==> config.mk <==
export PLATFORM = sky130hd
export DESIGN_NAME = filter_select_ctrl
export DESIGN_NICKNAME = d
export VERILOG_FILES = /design/src/rtl/filter_ctrl_pkg.sv /design/src/rtl/key_debouncer.sv /design/src/rtl/filter_select_ctrl.sv
export SDC_FILE = /design/constraint.sdc
export NUM_CORES = 1
export LEC_CHECK = 0
export CAP_MARGIN = 30
export CORE_MARGIN = 1.5
export CORE_UTILIZATION = 55
export DETAILED_ROUTE_END_ITERATION = 8
export PLACE_DENSITY_LB_ADDON = 0.2
export SETUP_SLACK_MARGIN = 0.2
export SYNTH_ARGS = -nofsm -noshare
export SYNTH_HDL_FRONTEND = slang
export SYNTH_SLANG_ARGS = --single-unit
==> constraint.sdc <==
create_clock -name clk -period 2.76 [get_ports clk]
set_input_delay 0.69 -clock clk [delete_from_list [all_inputs] [get_ports clk]]
set_output_delay 0.69 -clock clk [all_outputs]
set_load 0.02 [all_outputs]
==> src/rtl/filter_ctrl_pkg.sv <==
`default_nettype none
// +----------------------------------------------------------------------+
// | filter_ctrl_pkg : shared types and modulo-step helper for filter select |
// | Revision: 1.0                                                        |
// +----------------------------------------------------------------------+
package filter_ctrl_pkg;

  typedef enum logic [1:0] {
    IDLE      = 2'd0,
    HOLD_UP   = 2'd1,
    HOLD_DN   = 2'd2,
    BOTH_HELD = 2'd3
  } sel_state_t;

  localparam int N_FILTERS_DEFAULT = 5;

  // dir=1 steps up, dir=0 steps down; out-of-range indices wrap to 0 on UP.
  function automatic logic [2:0] next_index(input logic [2:0] idx, input logic dir, input int n);
    logic [3:0] last;
    logic [3:0] sum;
    last = 4'(n - 1);
    if (dir)
      sum = ({1'b0, idx} >= last) ? 4'd0 : {1'b0, idx} + 4'd1;
    else
      sum = (idx == 3'd0) ? last : {1'b0, idx} - 4'd1;
    return sum[2:0];
  endfunction

endpackage
`default_nettype wire

==> src/rtl/key_debouncer.sv <==
`default_nettype none
// +----------------------------------------------------------------------+
// | key_debouncer : 2-flop synchroniser plus stable-level debounce counter |
// | Revision: 1.0                                                        |
// +----------------------------------------------------------------------+
module key_debouncer #(
  parameter int DEBOUNCE_CYCLES = 1_000_000
) (
  input  logic clk,
  input  logic reset,
  input  logic key_n,
  output logic pressed,
  output logic press_pulse
);

  localparam int C_CW = (DEBOUNCE_CYCLES > 1) ? $clog2(DEBOUNCE_CYCLES) : 1;
  localparam logic [C_CW-1:0] C_LAST = C_CW'(DEBOUNCE_CYCLES - 1);

  logic [1:0]      r_sync;
  logic [C_CW-1:0] r_cnt;
  logic            w_sync_pressed;

  assign w_sync_pressed = ~r_sync[1];

  always_ff @(posedge clk or posedge reset) begin
    if (reset) begin
      r_sync      <= 2'b11;
      r_cnt       <= '0;
      pressed     <= 1'b0;
      press_pulse <= 1'b0;
    end else begin
      r_sync      <= {r_sync[0], key_n};
      press_pulse <= 1'b0;
      if (w_sync_pressed != pressed) begin
        if (r_cnt == C_LAST) begin
          pressed     <= w_sync_pressed;
          press_pulse <= w_sync_pressed;
          r_cnt       <= '0;
        end else begin
          r_cnt <= r_cnt + 1'b1;
        end
      end else begin
        r_cnt <= '0;
      end
    end
  end

endmodule
`default_nettype wire

==> src/rtl/filter_select_ctrl.sv <==
`default_nettype none
// +----------------------------------------------------------------------+
// | filter_select_ctrl : UP/DOWN keys to filter index with auto-repeat   |
// | Revision: 1.0                                                        |
// +----------------------------------------------------------------------+
module filter_select_ctrl
  import filter_ctrl_pkg::*;
#(
  parameter int N_FILTERS           = N_FILTERS_DEFAULT,
  parameter int DEBOUNCE_CYCLES     = 1_000_000,
  parameter int REPEAT_DELAY_CYCLES = 25_000_000,
  parameter int REPEAT_RATE_CYCLES  = 10_000_000
) (
  input  logic       clk,
  input  logic       reset,
  input  logic       key_up_n,
  input  logic       key_down_n,
  input  logic       enable,
  output logic [2:0] filter_number,
  output logic       filter_changed
);

  localparam int C_REP_MAX = (REPEAT_DELAY_CYCLES > REPEAT_RATE_CYCLES) ?
                             REPEAT_DELAY_CYCLES : REPEAT_RATE_CYCLES;
  localparam int C_REP_W   = (C_REP_MAX > 1) ? $clog2(C_REP_MAX) : 1;
  localparam logic [C_REP_W-1:0] C_DELAY_LAST = C_REP_W'(REPEAT_DELAY_CYCLES - 1);
  localparam logic [C_REP_W-1:0] C_RATE_LAST  = C_REP_W'(REPEAT_RATE_CYCLES - 1);

  logic w_up_pressed, w_up_press, w_dn_pressed, w_dn_press;
  logic [2:0]         w_next_up, w_next_dn;
  logic [C_REP_W-1:0] w_rep_last;

  sel_state_t         r_state;
  logic [C_REP_W-1:0] r_rep_cnt;
  logic               r_rep_fast;

  key_debouncer #(.DEBOUNCE_CYCLES(DEBOUNCE_CYCLES)) u_deb_up (
    .clk(clk), .reset(reset), .key_n(key_up_n),
    .pressed(w_up_pressed), .press_pulse(w_up_press)
  );

  key_debouncer #(.DEBOUNCE_CYCLES(DEBOUNCE_CYCLES)) u_deb_dn (
    .clk(clk), .reset(reset), .key_n(key_down_n),
    .pressed(w_dn_pressed), .press_pulse(w_dn_press)
  );

  assign w_next_up  = next_index(filter_number, 1'b1, N_FILTERS);
  assign w_next_dn  = next_index(filter_number, 1'b0, N_FILTERS);
  assign w_rep_last = r_rep_fast ? C_RATE_LAST : C_DELAY_LAST;

  // Entering a hold state always implies the other key was released, so in
  // the hold states a fresh press pulse is the only way the other key arrives.
  always_ff @(posedge clk or posedge reset) begin
    if (reset) begin
      r_state        <= IDLE;
      r_rep_cnt      <= '0;
      r_rep_fast     <= 1'b0;
      filter_number  <= 3'd0;
      filter_changed <= 1'b0;
    end else begin
      filter_changed <= 1'b0;
      case (r_state)
        IDLE: begin
          r_rep_cnt  <= '0;
          r_rep_fast <= 1'b0;
          if (w_up_pressed && w_dn_pressed) begin
            r_state <= BOTH_HELD;
            if (enable) begin
              filter_number  <= 3'd0;
              filter_changed <= (filter_number != 3'd0);
            end
          end else if (w_up_pressed) begin
            r_state <= HOLD_UP;
            if (enable) begin
              filter_number  <= w_next_up;
              filter_changed <= (w_next_up != filter_number);
            end
          end else if (w_dn_pressed) begin
            r_state <= HOLD_DN;
            if (enable) begin
              filter_number  <= w_next_dn;
              filter_changed <= (w_next_dn != filter_number);
            end
          end
        end
        HOLD_UP, HOLD_DN: begin
          if ((r_state == HOLD_UP) ? w_dn_press : w_up_press) begin
            r_state <= BOTH_HELD;
            if (enable) begin
              filter_number  <= 3'd0;
              filter_changed <= (filter_number != 3'd0);
            end
          end else if ((r_state == HOLD_UP) ? !w_up_pressed : !w_dn_pressed) begin
            r_state <= IDLE;
          end else if (r_rep_cnt == w_rep_last) begin
            r_rep_cnt  <= '0;
            r_rep_fast <= 1'b1;
            if (enable) begin
              filter_number  <= (r_state == HOLD_UP) ? w_next_up : w_next_dn;
              filter_changed <= (((r_state == HOLD_UP) ? w_next_up : w_next_dn) != filter_number);
            end
          end else begin
            r_rep_cnt <= r_rep_cnt + 1'b1;
          end
        end
        BOTH_HELD: begin
          if (!w_up_pressed && !w_dn_pressed)
            r_state <= IDLE;
        end
        default: r_state <= IDLE;
      endcase
    end
  end

endmodule
`default_nettype wire
Word-level counts from Yosys, hierarchy flattened
Cells that the tools add are included.

Register bits: 80. Input port bits: 5. Output and inout bits: 4. Word-level logic and storage cells: 109.

$add $sub $neg: 5. $lt $le $gt $ge: 1. Equal/unequal tests: 22. Muxes and demuxes: 51. Bitwise gates (word level): 2. Reductions and logical operators: 15.

Operators by type and width (number): 2-to-1 mux 25 bit (4); 2-to-1 mux 20 bit (4); case mux 25 bit (2 select lines) (1); adder 20 x 1 -> 20 bit, second input constant (2); equality test 20 bit, second input constant (2); 2-to-1 mux 3 bit (13); adder 25 x 1 -> 25 bit, second input constant (1); equality test 25 bit (1); 2-to-1 mux 1 bit (19); 2-to-1 mux 2 bit (6); != test 3 bit, second input constant (4); != test 3 bit (3); != test 2 bit, second input constant (4); != test 4 bit, second input constant (2); AND reduction 7 bit (1); case mux 2 bit (3 select lines) (1); case mux 3 bit (2 select lines) (1); AND reduction 3 bit (2); equality test 2 bit, second input constant (2); != test 4 x 2 -> 1 bit, second input constant (1); case mux 1 bit (2 select lines) (2); AND reduction 2 bit (2); AND reduction 4 bit (1); adder 3 x 1 -> 3 bit, second input constant (1); other kinds (12) (16).

Logic depth before layout (Yosys ltp)
Gate-level depths: netlist of run 1.

Depth after elaboration: 9. Gate-level depth with buffers: 9. Depth with buffers taken out: 7.

Hierarchy
Synthesis of run 1 repeated with hierarchy kept, for this count alone.

Cell total of the unflattened synthesis: 477. Area, all modules: 4550.6 µm².

By module, submodules not included: key_debouncer (instances 2, cells an instance 113, area each 1158.6 µm²); filter_select_ctrl (instances 1, cells an instance 251, area each 2233.4 µm²).

Least setup slack after synthesis of run 1
No wires, ideal clock.

Path type: flip-flop to flip-flop. Start point: reg r_state[0]. End point: reg r_rep_cnt[17]. Library setup time: 0.078 ns. Arrival time: 1.987 ns. Slack: 0.695 ns. Cell stages (with the launch flop): 8. Buffers on the path: 1. Cell sequence: dfrtp_1 ha_1 buf_2 or3b_4 a31oi_4 nand3_2 or3_1 a21oi_1.

Longest elaborated chain between the ends: 4. Elaborated cells on any way between the ends: 11.

RTL lines: start: declaration (RTL line filter_select_ctrl.sv:33) `sel_state_t r_state;`; start signal: assignment (RTL line filter_select_ctrl.sv:55) `r_state <= IDLE;`; start signal: assignment (RTL line filter_select_ctrl.sv:67) `r_state <= BOTH_HELD;`; start signal: assignment (RTL line filter_select_ctrl.sv:73) `r_state <= HOLD_UP;`; equality test 2 x 1 -> 1 bit / equality test 2 bit (equally long branches) (RTL line filter_select_ctrl.sv:62, filter_select_ctrl.sv:87, filter_select_ctrl.sv:93); 2-to-1 mux 1 bit, or another cell as far along (RTL line filter_select_ctrl.sv:93) `end else if ((r_state == HOLD_UP) ? !w_up_pressed : !w_dn_pressed) begin`; != test 2 bit (no source line) / nonzero test 2 bit (equally long branches); AND reduction 3 bit (no source line); end signal: assignment (RTL line filter_select_ctrl.sv:103) `r_rep_cnt <= r_rep_cnt + 1'b1;`; end: declaration (RTL line filter_select_ctrl.sv:34) `logic [C_REP_W-1:0] r_rep_cnt;`.

Parallel ways exist; a longest one is shown, timed or not. A chain may end at the register's enable or synchronous reset.

Worst setup path after layout of run 1
Start point: reg r_state[0]. End point: reg r_rep_cnt[12].

Same word-level chain as after synthesis.

==> summary.md, run 1 <==
| Metric | Value |
|---|---|
| Total GRT Usage | `0.2175` |
| Detail Route Antenna Nets | `0` |
| Core area | `roughly 7700 sq um` |
| Largest net degree at the start of global routing | `81` |
| Most Crowded Layer GR | `met2` |
| Mapped cell area | `about 4400 sq um` |
| Wirelength per Cell | `between 10 and 15 um` |
| Top FF cell, synth | `dfrtp_1` |
| Initial DRC Count | `191` |
| Number of global-route vias before repair | `between 3k and 4k` |
| RSZ-0062 raised after global routing | `no` |
| DPL Wire Length | `around 5500 um` |
| Grt met2 use | `0.3296` |
| Syn nets | `around 470` |
| Layout cell share with drive strength beyond 1 | `0.08193` |
| First-pass GRT wire length | `roughly 15000 um` |
| Fmax | `roughly 430 MHz` |
| Worst-path clk slew | `about 0.08 ns` |
| EDFF count, synth | `0` |
| Crit path launch type | `flip-flop` |
| Detailed Route WL | `~8000 um` |
| Number of distinct library cells after synthesis | `51` |
| Met1 track demand over resource | `0.3079` |
| WS Path Type | `flip-flop to flip-flop` |
| DIE AREA | `8459 sq um` |
| Hold buffers post-CTS | `0` |
| Area added between synthesis and finish | `9.195%` |
| Final setup viols | `0` |
| Dpl ws | `just under 0.5 ns` |
| CTS tree | `done` |
| Slew @ Worst Pin | `slightly below 0.8 ns` |
| CTS max path bufs | `2` |
| N_diodes | `0` |
| Die Span Y | `approximately 92 um` |
| Crit path max fanout | `12` |
| Relative slew slack | `0.4829` |
| Fin. Hold Viols | `0` |
| Synthesis-stage register bit count | `80` |
| Antenna violations before repair | `0` |
| Mapped Avg Cell Area | `around 9.5 sq um` |
| H-tree depth | `3` |
| M3 GR Usage | `0.04229` |
| Slew Limit Fails | `0` |
| Worst EP arrival | `between 2 and 3 ns` |
| Worst setup EP type | `flip-flop` |
| Skew-Pair Late Insertion Delay | `around 0.35 ns` |
| Maximum capacitance violations | `0` |
| FF+latch area | `between 2000 and 2500 sq um` |
| Vias per inst | `between 5 and 6` |
| Util after Layout | `0.6185` |
| Clk_skew | `just under 0.009 ns` |
| IO buf count | `8` |
| Via count | `3299` |
| Final period util | `0.8371` |
| Starting Density | `0.5664` |
| Num CTS Buffers | `9` |
| DR pass1 iterations | `4` |
| P_leak | `1.954 nW` |
| Clock sinks | `80` |
| Register area share after synthesis | `0.4609` |
| WP data required | `approximately 3.0 ns` |
| Root Driver | `clkbuf_8` |
| DRC Markers | `0` |
| Total negative setup slack | `0 ns` |
| Tmin final | `2.311 ns` |
| Area of the multi-input gates | `approximately 2200 sq um` |
| Status | `finished clean` |
| Filler cells | `644` |
| Final net count | `between 400 and 500` |
| Share of flip-flops with an asynchronous set or reset | `1.000` |
| Post-CTS Setup Bufs | `0` |
| Pwr Density | `about 440 nW/um^2` |
| Cells after Synth | `about 460` |
| Setup ws final | `0.4495 ns` |
| I/O pins | `9` |
| Die outline width | `roughly 92 um` |
| Synth Warn # | `0` |
| Hold Crit Class | `flip-flop to flip-flop` |
| Number of cell rows | `32` |
| Gr ovfl total | `0` |
| Overall power | `around 2.1 mW` |
| CTS resizes | `0` |
| Routability Congestion | `a little under 0.9` |
| Max rail drop VDD | `about 0.32 mV` |
-- per-layer routing --
| layer | wire length (um) | part of all wire |
|---|---|---|
| met1 | 4167 | 0.51 |
| met2 | 3670 | 0.45 |
| met3 | 221 | 0.027 |
| met4 | 185 | 0.022 |
| met5 | 0 | 0 |
-- worst paths after layout --
| path | start | end | slack [ns] | cells after the start |
|---|---|---|---|---|
| max in group asynchronous | reset | u_deb_up.r_sync[0]$_DFF_PP1_ | 1.60 | 3 |
| worst min register to register | u_deb_up.r_sync[0]$_DFF_PP1_ | u_deb_up.r_sync[1]$_DFF_PP1_ | 0.36 | 0 |
| worst min-delay path | u_deb_up.r_sync[0]$_DFF_PP1_ | u_deb_up.r_sync[1]$_DFF_PP1_ | 0.36 | 0 |
| worst max-delay path | r_state[0]$_DFFE_PP0P_ | r_rep_cnt[12]$_DFFE_PP0P_ | 0.45 | 6 |
| min in group asynchronous | reset | u_deb_dn.r_cnt[1]$_DFF_PP0_ | 0.82 | 3 |
| worst max register to register | r_state[0]$_DFFE_PP0P_ | r_rep_cnt[12]$_DFFE_PP0P_ | 0.45 | 6 |
-- where the power goes --
group          internal (mW)  total [mW]  leakage [nW]  switching, mW
Clock                  0.418       0.863        0.0994          0.445
Sequential              1.18        1.19          1.10        0.00966
Combinational         0.0181      0.0588         0.756         0.0408
-- kinds of logic after synthesis --
logic type,after synthesis,share of synthesized area
buffers and inverters,27,0.02730
flip-flops,80,0.4609
AO/OA/AOI/OAI,58,0.09397
multiplexers,5,0.01236
AND/OR/NAND/NOR,225,0.2701
XOR/XNOR,53,0.1066
adder cells (fa/ha/maj),10,0.02874
-- state kept, by name, summed over array words and instances (netlist names), 2 cells and up --
signal and count:
r_rep_cnt 25, filter_number 3, u_deb_dn.r_sync 2, u_deb_dn.r_cnt 20, u_deb_up.r_sync 2, u_deb_up.r_cnt 20
r_state 2
-- critical path, stage by stage (launching register included) --
cell,delay [ns]
dfrtp_1,0.42
ha_1,0.31
or3b_4,0.45
a31o_2,0.36
nor4_1,0.42
xnor2_1,0.17
nor2_1,0.05
-- cell type report --
| cell class | count | share of cell area |
|---|---|---|
| Clock buffer | 9 | 0.02605 |
| Clock inverter | 7 | 0.01474 |
| Inverter | 15 | 0.01263 |
| Multi-Input combinational cell | 351 | 0.4687 |
| Sequential cell | 80 | 0.4221 |
| Tap cell | 102 | 0.02684 |
| Timing Repair Buffer | 14 | 0.02895 |
-- Yosys cell counts (all sizes together), types with 2 or more instances --
master | number | area, sq um
dfrtp | 76 | 1902
nor2 | 75 | 281.5
xor2 | 40 | 350.3
nand2 | 31 | 116.4
nand3 | 27 | 140.1
nand4 | 26 | 162.7
o21ai | 21 | 105.1
a21oi | 15 | 86.34
inv | 15 | 56.30
and3 | 13 | 81.33
xnor2 | 13 | 113.9
ha | 10 | 125.1
buf | 8 | 47.54
nor4b | 8 | 76.32
nor3 | 7 | 35.03
nand2b | 6 | 37.54
nor4 | 5 | 31.28
or3 | 5 | 31.28
clkbuf | 4 | 15.01
dfstp | 4 | 105.1
nand4b | 4 | 35.03
o2111ai | 4 | 35.03
and2 | 3 | 18.77
and4 | 3 | 26.28
mux2 | 3 | 33.78
nor2b | 3 | 18.77
nor4bb | 3 | 30.03
o22ai | 3 | 18.77
o2bb2ai | 3 | 26.28
and4b | 2 | 20.02
mux2i | 2 | 20.02
nand3b | 2 | 15.01
o31ai | 2 | 15.01
-- metrics by stage --
| stage | area, sq um | hold WS [ns] | cells |
|---|---|---|---|
| 2_1_floorplan | 4358 | 0.3452 | 458 |
| 3_3_place_gp | 4561 | 0.3473 | 562 |
| 3_5_place_dp | 4561 | 0.3478 | 562 |
| 4_1_cts | 4755 | 0.3594 | 578 |
| 5_1_grt | 4755 | 0.3641 | 578 |
| 6_report | 4755 | 0.3570 | 578 |
-- cells in the final DEF, fill, tap and decap left out, types with 6 or more instances in the layout --
cell	Yosys	layout
dfrtp_1	76	76
nor2_1	75	75
xor2_1	40	40
nand2_1	31	31
nand3_1	26	26
nand4_1	26	26
o21ai_0	21	21
a21oi_1	14	14
inv_1	15	14
and3_1	13	13
xnor2_1	13	13
ha_1	10	10
clkbuf_8	0	9
clkdlybuf4s50_1	0	8
nor4b_1	7	7
nor3_1	7	7
nand2b_1	6	6
(Power assumes the default switching activity.)
==> run 2: changes to the inputs <==
- clock period: 2.76 -> 1.9 ns (I/O delays scaled with it)
==> run 2 against run 1 <==
Effect of this change:
- the flow now finishes with violations (negative setup slack)
- final area up 32%
- wire length rose by 50%
- clock power grew 76%
- clock-buffer cell count increased by 1
- combinational power grew to 3.1 times the previous value
- core utilization is 20 points higher
- global-route usage up 4.2 points
- fmax increased by 15%
- hold slack about the same
- critical path depth unchanged
- worst setup slack lost 0.56 ns
- power is 63% higher
- largest power group unchanged
==> summary.md, run 2 (same netlist as run 1, synthesis figures left out) <==
| Metric | Value |
|---|---|
| Layout cell share with drive strength beyond 1 | `0.3961` |
| Final period util | `1.060` |
| Skew-Pair Late Insertion Delay | `0.36 ns` |
| Gr ovfl total | `0` |
| Biggest regs | `r_rep_cnt (25), u_deb_dn.r_cnt (20), u_deb_up.r_cnt (20)` |
| CTS max path bufs | `2` |
| H-tree depth | `3` |
| Hold buffers post-CTS | `0` |
| DR top layer | `met4` |
| Detailed Route WL | `about 12000 um` |
| Fmax | `496.6 MHz` |
| CP Launch Point | `r_state[0]$_DFFE_PP0P_` |
| Failing checks | `negative setup slack` |
| WP data required | `~2.2 ns` |
| Hold Slack | `around 0.36 ns` |
| Final setup viols | `23` |
| Crit path max fanout | `5` |
| Status | `complete, but fails checks` |
| Worst flop-to-flop path endpoint | `r_rep_cnt[19]$_DFFE_PP0P_` |
| Slowest CP cell | `dfrtp_1` |
| Most frequent cells in the layout | `dfrtp_1 (69), buf_4 (65), nor2_1 (43)` |
| Fin. Hold Viols | `0` |
| R2R cell count | `6` |
| Detail Route Antenna Nets | `0` |
| Cell area after layout | `roughly 6300 sq um` |
| Area added between synthesis and finish | `44.02%` |
| DP Area | `~5000 sq um` |
| Relative slew slack | `0.7471` |
| Largest net degree at the start of global routing | `37` |
| Filler cells | `432` |
| CTS tree | `done` |
| Metal2 WL | `~6600 um` |
| Reg with most FFs | `r_rep_cnt` |
| CP cell instances | `ha_4 > or3b_4 > a31oi_4 > nand3_2 > or3_1 > a21oi_1` |
| Number of global-route vias before repair | `3805` |
| Die Span Y | `91.98 um` |
| DR pass1 iterations | `4` |
| Critical R2R Launch | `r_state[0]$_DFFE_PP0P_` |
| Met3 routed WL | `473 um` |
| First-pass GRT wire length | `approximately 18000 um` |
| Via count | `between 3k and 4k` |
| Tmin final | `2.014 ns` |
| Clk_skew | `0.01546 ns` |
| Most common cell after layout, fill and taps aside | `dfrtp_1` |
| WS Path Type | `flip-flop to flip-flop` |
| Slew @ Worst Pin | `approximately 0.38 ns` |
| Worst-path clk slew | `roughly 0.09 ns` |
| Wirelength per Cell | `roughly 19 um` |
| P_leak | `around 2.5 nW` |
| Hold Crit Class | `flip-flop to flip-flop` |
| Worst setup EP type | `flip-flop` |
| Routability Congestion | `between 0.8 and 0.9` |
| Max reg flops | `25` |
| Pwr Density | `between 500 and 600 nW/um^2` |
| Final net count | `~570` |
| DRC Markers | `0` |
| N_diodes | `0` |
| Slew Limit Fails | `0` |
| DPL Wire Length | `approximately 6600 um` |
| Core area | `7687 sq um` |
| Root Driver | `clkbuf_8` |
| CP max stage delay | `about 0.45 ns` |
| Worst EP arrival | `roughly 2.3 ns` |
| RSZ-0062 raised after global routing | `yes` |
| Setup ws final | `-0.1139 ns` |
| Clock sinks | `80` |
| I/O pins | `9` |
| Reg2Reg Setup Slack | `-0.11 ns` |
| CP endpoint | `r_rep_cnt[19]$_DFFE_PP0P_` |
| Antenna violations before repair | `0` |
| Starting Density | `0.5664` |
| Crit path launch type | `flip-flop` |
| Placed cells | `around 600` |
| Initial DRC Count | `approximately 190` |
| Number of cell rows | `32` |
| Die outline width | `~90 um` |
| Vias per inst | `between 6 and 7` |
| Non-Filler Instances | `660` |
| Max rail drop VDD | `roughly 0.43 mV` |
| Maximum capacitance violations | `0` |
| DIE AREA | `about 8500 sq um` |
| IO buf count | `8` |
| Num CTS Buffers | `9` |
| Dpl ws | `-0.04551 ns` |
| Metal1 wirelength | `roughly 5000 um` |
| Total GRT Usage | `0.2598` |
-- run 2: cell types whose count changed in the layout (fill, tap and decap cells not counted), sizes merged --
cell	before	now
buf	6	84
dlygate4sd2	0	4
clkbuf	9	14
clkinv	4	2
clkdlybuf4s50	8	4
bufinv	1	3
inv	15	14
-- run 2: metal layers --
metal  vias to the layer above  GRT usage
met5                         -          0
met4                         0     0.1179
met3                        27    0.05224
met2                       130     0.4395
met1                      2008     0.3194
li1                       1821          -
-- run 2: worst min path at each step --
stage	cells past startpoint	to	start
floorplan	0	u_deb_dn.r_sync[1]$_DFF_PP1_	u_deb_dn.r_sync[0]$_DFF_PP1_
global placement	0	u_deb_dn.r_sync[1]$_DFF_PP1_	u_deb_dn.r_sync[0]$_DFF_PP1_
detailed placement	0	u_deb_dn.r_sync[1]$_DFF_PP1_	u_deb_dn.r_sync[0]$_DFF_PP1_
CTS	0	u_deb_up.r_sync[1]$_DFF_PP1_	u_deb_up.r_sync[0]$_DFF_PP1_
global route	0	u_deb_up.r_sync[1]$_DFF_PP1_	u_deb_up.r_sync[0]$_DFF_PP1_
finish	0	u_deb_up.r_sync[1]$_DFF_PP1_	u_deb_up.r_sync[0]$_DFF_PP1_
-- run 2: metrics by stage --
stage	util	TNS (ns)	power, mW
2_1_floorplan	-	-0.4197	1.827
3_3_place_gp	0.6489	-0.01306	1.867
3_5_place_dp	0.6489	-0.2128	1.871
4_1_cts	0.7280	-0.01910	3.371
5_1_grt	0.8158	-2.850	3.564
6_report	0.8158	-1.308	3.438
-- run 2: cell type report --
cell class              instances  area, sq um  area share
clock inverters                 6        107.6     0.01716
clock buffers                  10        127.6     0.02035
flip-flops and latches         80         2016      0.3214
well taps                     102        127.6     0.02035
inverters                      15        60.06    0.009577
repair buffers                 96        919.6      0.1466
multi-input cells             351         2913      0.4645
-- run 2: power breakdown --
group / switching (mW) / total, mW / internal, mW
combinational: 0.0998 / 0.184 / 0.0847
clock: 0.649 / 1.52 / 0.869
sequential: 0.0155 / 1.73 / 1.72
total: 0.765 / 3.44 / 2.67
-- run 2: worst max-delay path, delay by kind of cell (launching register included) --
| family | cells | cell delay (ns) |
|---|---|---|
| fa+ha+maj | 1 | 0.21 |
| simple gates | 3 | 0.95 |
| compound gates | 2 | 0.32 |
| flops | 1 | 0.45 |
-- run 2: what timing repair did --
action / 4_1_cts / 5_1_grt
gates cloned: 1 / 6
resized for setup: 66 / 93
setup endpoints to repair: 74 / 71
buffers inserted: 15 / 20
pin swaps: 28 / 35
==> run 3: changes to the inputs <==
- CORE_UTILIZATION: 55 -> 41
==> run 3 against run 2 <==
Effect of this change:
- the run still ends with negative setup slack left
- first-iteration DRC count increased by 25%
- power is 9.5% lower
- final area fell by 2.7%
- core utilization down 22 points
- critical path depth is the same
- die area grew 33%
- via count fell by 7.9%
- register-to-register slack improved by 0.07 ns
- worst setup slack better by 0.067 ns
- critical path type unchanged
==> summary.md, run 3 (same netlist as run 1, synthesis figures left out) <==
| Metric | Value |
|---|---|
| Hold buffers post-CTS | `0` |
| Root Driver | `clkbuf_8` |
| Slew @ Worst Pin | `between 0.4 and 0.5 ns` |
| WS Path Type | `flip-flop to flip-flop` |
| Core area | `roughly 10000 sq um` |
| Wirelength per Cell | `between 10 and 15 um` |
| H-tree depth | `3` |
| Fin. Hold Viols | `0` |
| P_leak | `between 2 and 2.5 nW` |
| DPL Wire Length | `around 6400 um` |
| Worst EP arrival | `approximately 2.2 ns` |
| CTS tree | `done` |
| DRC Markers | `0` |
| Crit path max fanout | `4` |
| WP data required | `approximately 2.2 ns` |
| Largest net degree at the start of global routing | `32` |
| Setup ws final | `-0.04660 ns` |
| Max reg flops | `25` |
| Vias per inst | `between 5 and 6` |
| Final net count | `553` |
| Worst-path clk slew | `0.09 ns` |
| Detail Route Antenna Nets | `0` |
| Relative slew slack | `0.7200` |
| Tmin final | `1.947 ns` |
| Pwr Density | `509.8 nW/um^2` |
| Status | `complete, but fails checks` |
| Starting Density | `0.4218` |
| Clock sinks | `80` |
| Max rail drop VDD | `about 0.46 mV` |
| Maximum capacitance violations | `0` |
| Reg with most FFs | `r_rep_cnt` |
| Biggest regs | `r_rep_cnt (25), u_deb_dn.r_cnt (20), u_deb_up.r_cnt (20)` |
| Area added between synthesis and finish | `40.17%` |
| Via count | `about 3.7k` |
| Detailed Route WL | `about 10000 um` |
| Clk_skew | `roughly 0.0086 ns` |
| Crit path launch type | `flip-flop` |
| Filler cells | `around 840` |
| DR pass1 iterations | `7` |
| DIE AREA | `about 11000 sq um` |
| Number of cell rows | `37` |
| Hold Crit Class | `flip-flop to flip-flop` |
| Hold Slack | `0.3602 ns` |
| Total GRT Usage | `0.1889` |
| Fmax | `513.7 MHz` |
| Final setup viols | `17` |
| Most common cell after layout, fill and taps aside | `dfrtp_1` |
| Number of global-route vias before repair | `3668` |
| IO buf count | `8` |
| Final period util | `1.025` |
| Most frequent cells in the layout | `dfrtp_1 (67), buf_4 (57), nor2_1 (39)` |
| RSZ-0062 raised after global routing | `yes` |
| Total negative setup slack | `-0.3708 ns` |
| Initial DRC Count | `between 200 and 250` |
| Slowest CP cell | `dfrtp_1` |
| Gr ovfl total | `0` |
| R2R cell count | `6` |
| WHS Path Cells | `0` |
| Skew-Pair Late Insertion Delay | `approximately 0.36 ns` |
| Failing checks | `negative setup slack` |
| CP cell instances | `ha_4 > or3b_4 > a31oi_4 > nand3_2 > or3_1 > a21oi_2` |
| I/O pins | `9` |
| Routability Congestion | `approximately 0.81` |
| Slew Limit Fails | `0` |
| Layout cell share with drive strength beyond 1 | `0.3775` |
| Die outline width | `106.1 um` |
| N_diodes | `0` |
| Worst setup EP type | `flip-flop` |
| CP max stage delay | `approximately 0.43 ns` |
| Util after Layout | `0.5912` |
| Antenna violations before repair | `0` |
| CTS max path bufs | `2` |
| Num CTS Buffers | `9` |
| First-pass GRT wire length | `between 15000 and 20000 um` |
| Die Span Y | `between 100 and 150 um` |
[run 3: report_power, final]
| group | total [mW] | switching, mW | internal [mW] | leakage, nW |
|---|---|---|---|---|
| registers | 1.73 | 0.0158 | 1.72 | 1.08 |
| logic | 0.193 | 0.104 | 0.0888 | 1.24 |
| clock network | 1.18 | 0.666 | 0.517 | 0.0822 |
[run 3: area by class of cell]
class / count / area (sq um) / share of cell area
clock inverter: 5 / 40.04 / 0.006560
clock buffer: 11 / 141.4 / 0.02317
sequential: 80 / 2018 / 0.3307
tap: 136 / 170.2 / 0.02788
inverter: 15 / 60.06 / 0.009840
multi-input combinational: 351 / 2867 / 0.4697
timing repair buffer: 81 / 807.0 / 0.1322
[run 3: path summary, 6_finish.rpt]
kind                            slack, ns                            to                         start
max in group asynchronous            0.93  u_deb_up.r_sync[1]$_DFF_PP1_                         reset
min in group asynchronous            0.46  u_deb_dn.r_cnt[13]$_DFF_PP0_                         reset
worst max-delay path                -0.05     r_rep_cnt[17]$_DFFE_PP0P_        r_state[0]$_DFFE_PP0P_
worst min register to register       0.36  u_deb_dn.r_sync[1]$_DFF_PP1_  u_deb_dn.r_sync[0]$_DFF_PP1_
worst min-delay path                 0.36  u_deb_dn.r_sync[1]$_DFF_PP1_  u_deb_dn.r_sync[0]$_DFF_PP1_
worst max register to register      -0.05     r_rep_cnt[17]$_DFFE_PP0P_        r_state[0]$_DFFE_PP0P_
[run 3: critical path, delay by kind of cell (launching register included)]
kind	cells	cell delay, ns
AO/OA/AOI/OAI	2	0.34
flip-flops	1	0.43
AND/OR/NAND/NOR	3	0.91
adder cells (fa/ha/maj)	1	0.20
[run 3: layer usage]
layer  part of all wire  vias up  wire (um)  global-route usage
li1                   -     1784          -                   -
met1               0.46     1831       4681              0.2424
met2               0.51       38       5134              0.3112
met3              0.019       18        193             0.04844
met4              0.014        0        142             0.06274
met5                  0        -          0                   0
[run 3: what timing repair did]
item	CTS	global route
setup buffers	15	7
resized for setup	38	107
gates cloned	1	5
pin swaps	11	38
setup endpoints to repair	74	75
[run 3: metrics by stage]
stage          total power [mW]  worst slack (ns)  instances  instance area (sq um)
3_3_place_gp              1.874          0.009621        635                   5049
2_1_floorplan             1.827           -0.1012        458                   4486
5_1_grt                   3.236           -0.1225        679                   6103
6_report                  3.111          -0.04660        679                   6103
4_1_cts                   3.092          -0.01286        667                   5504
3_5_place_dp              1.878          -0.02707        635                   5049
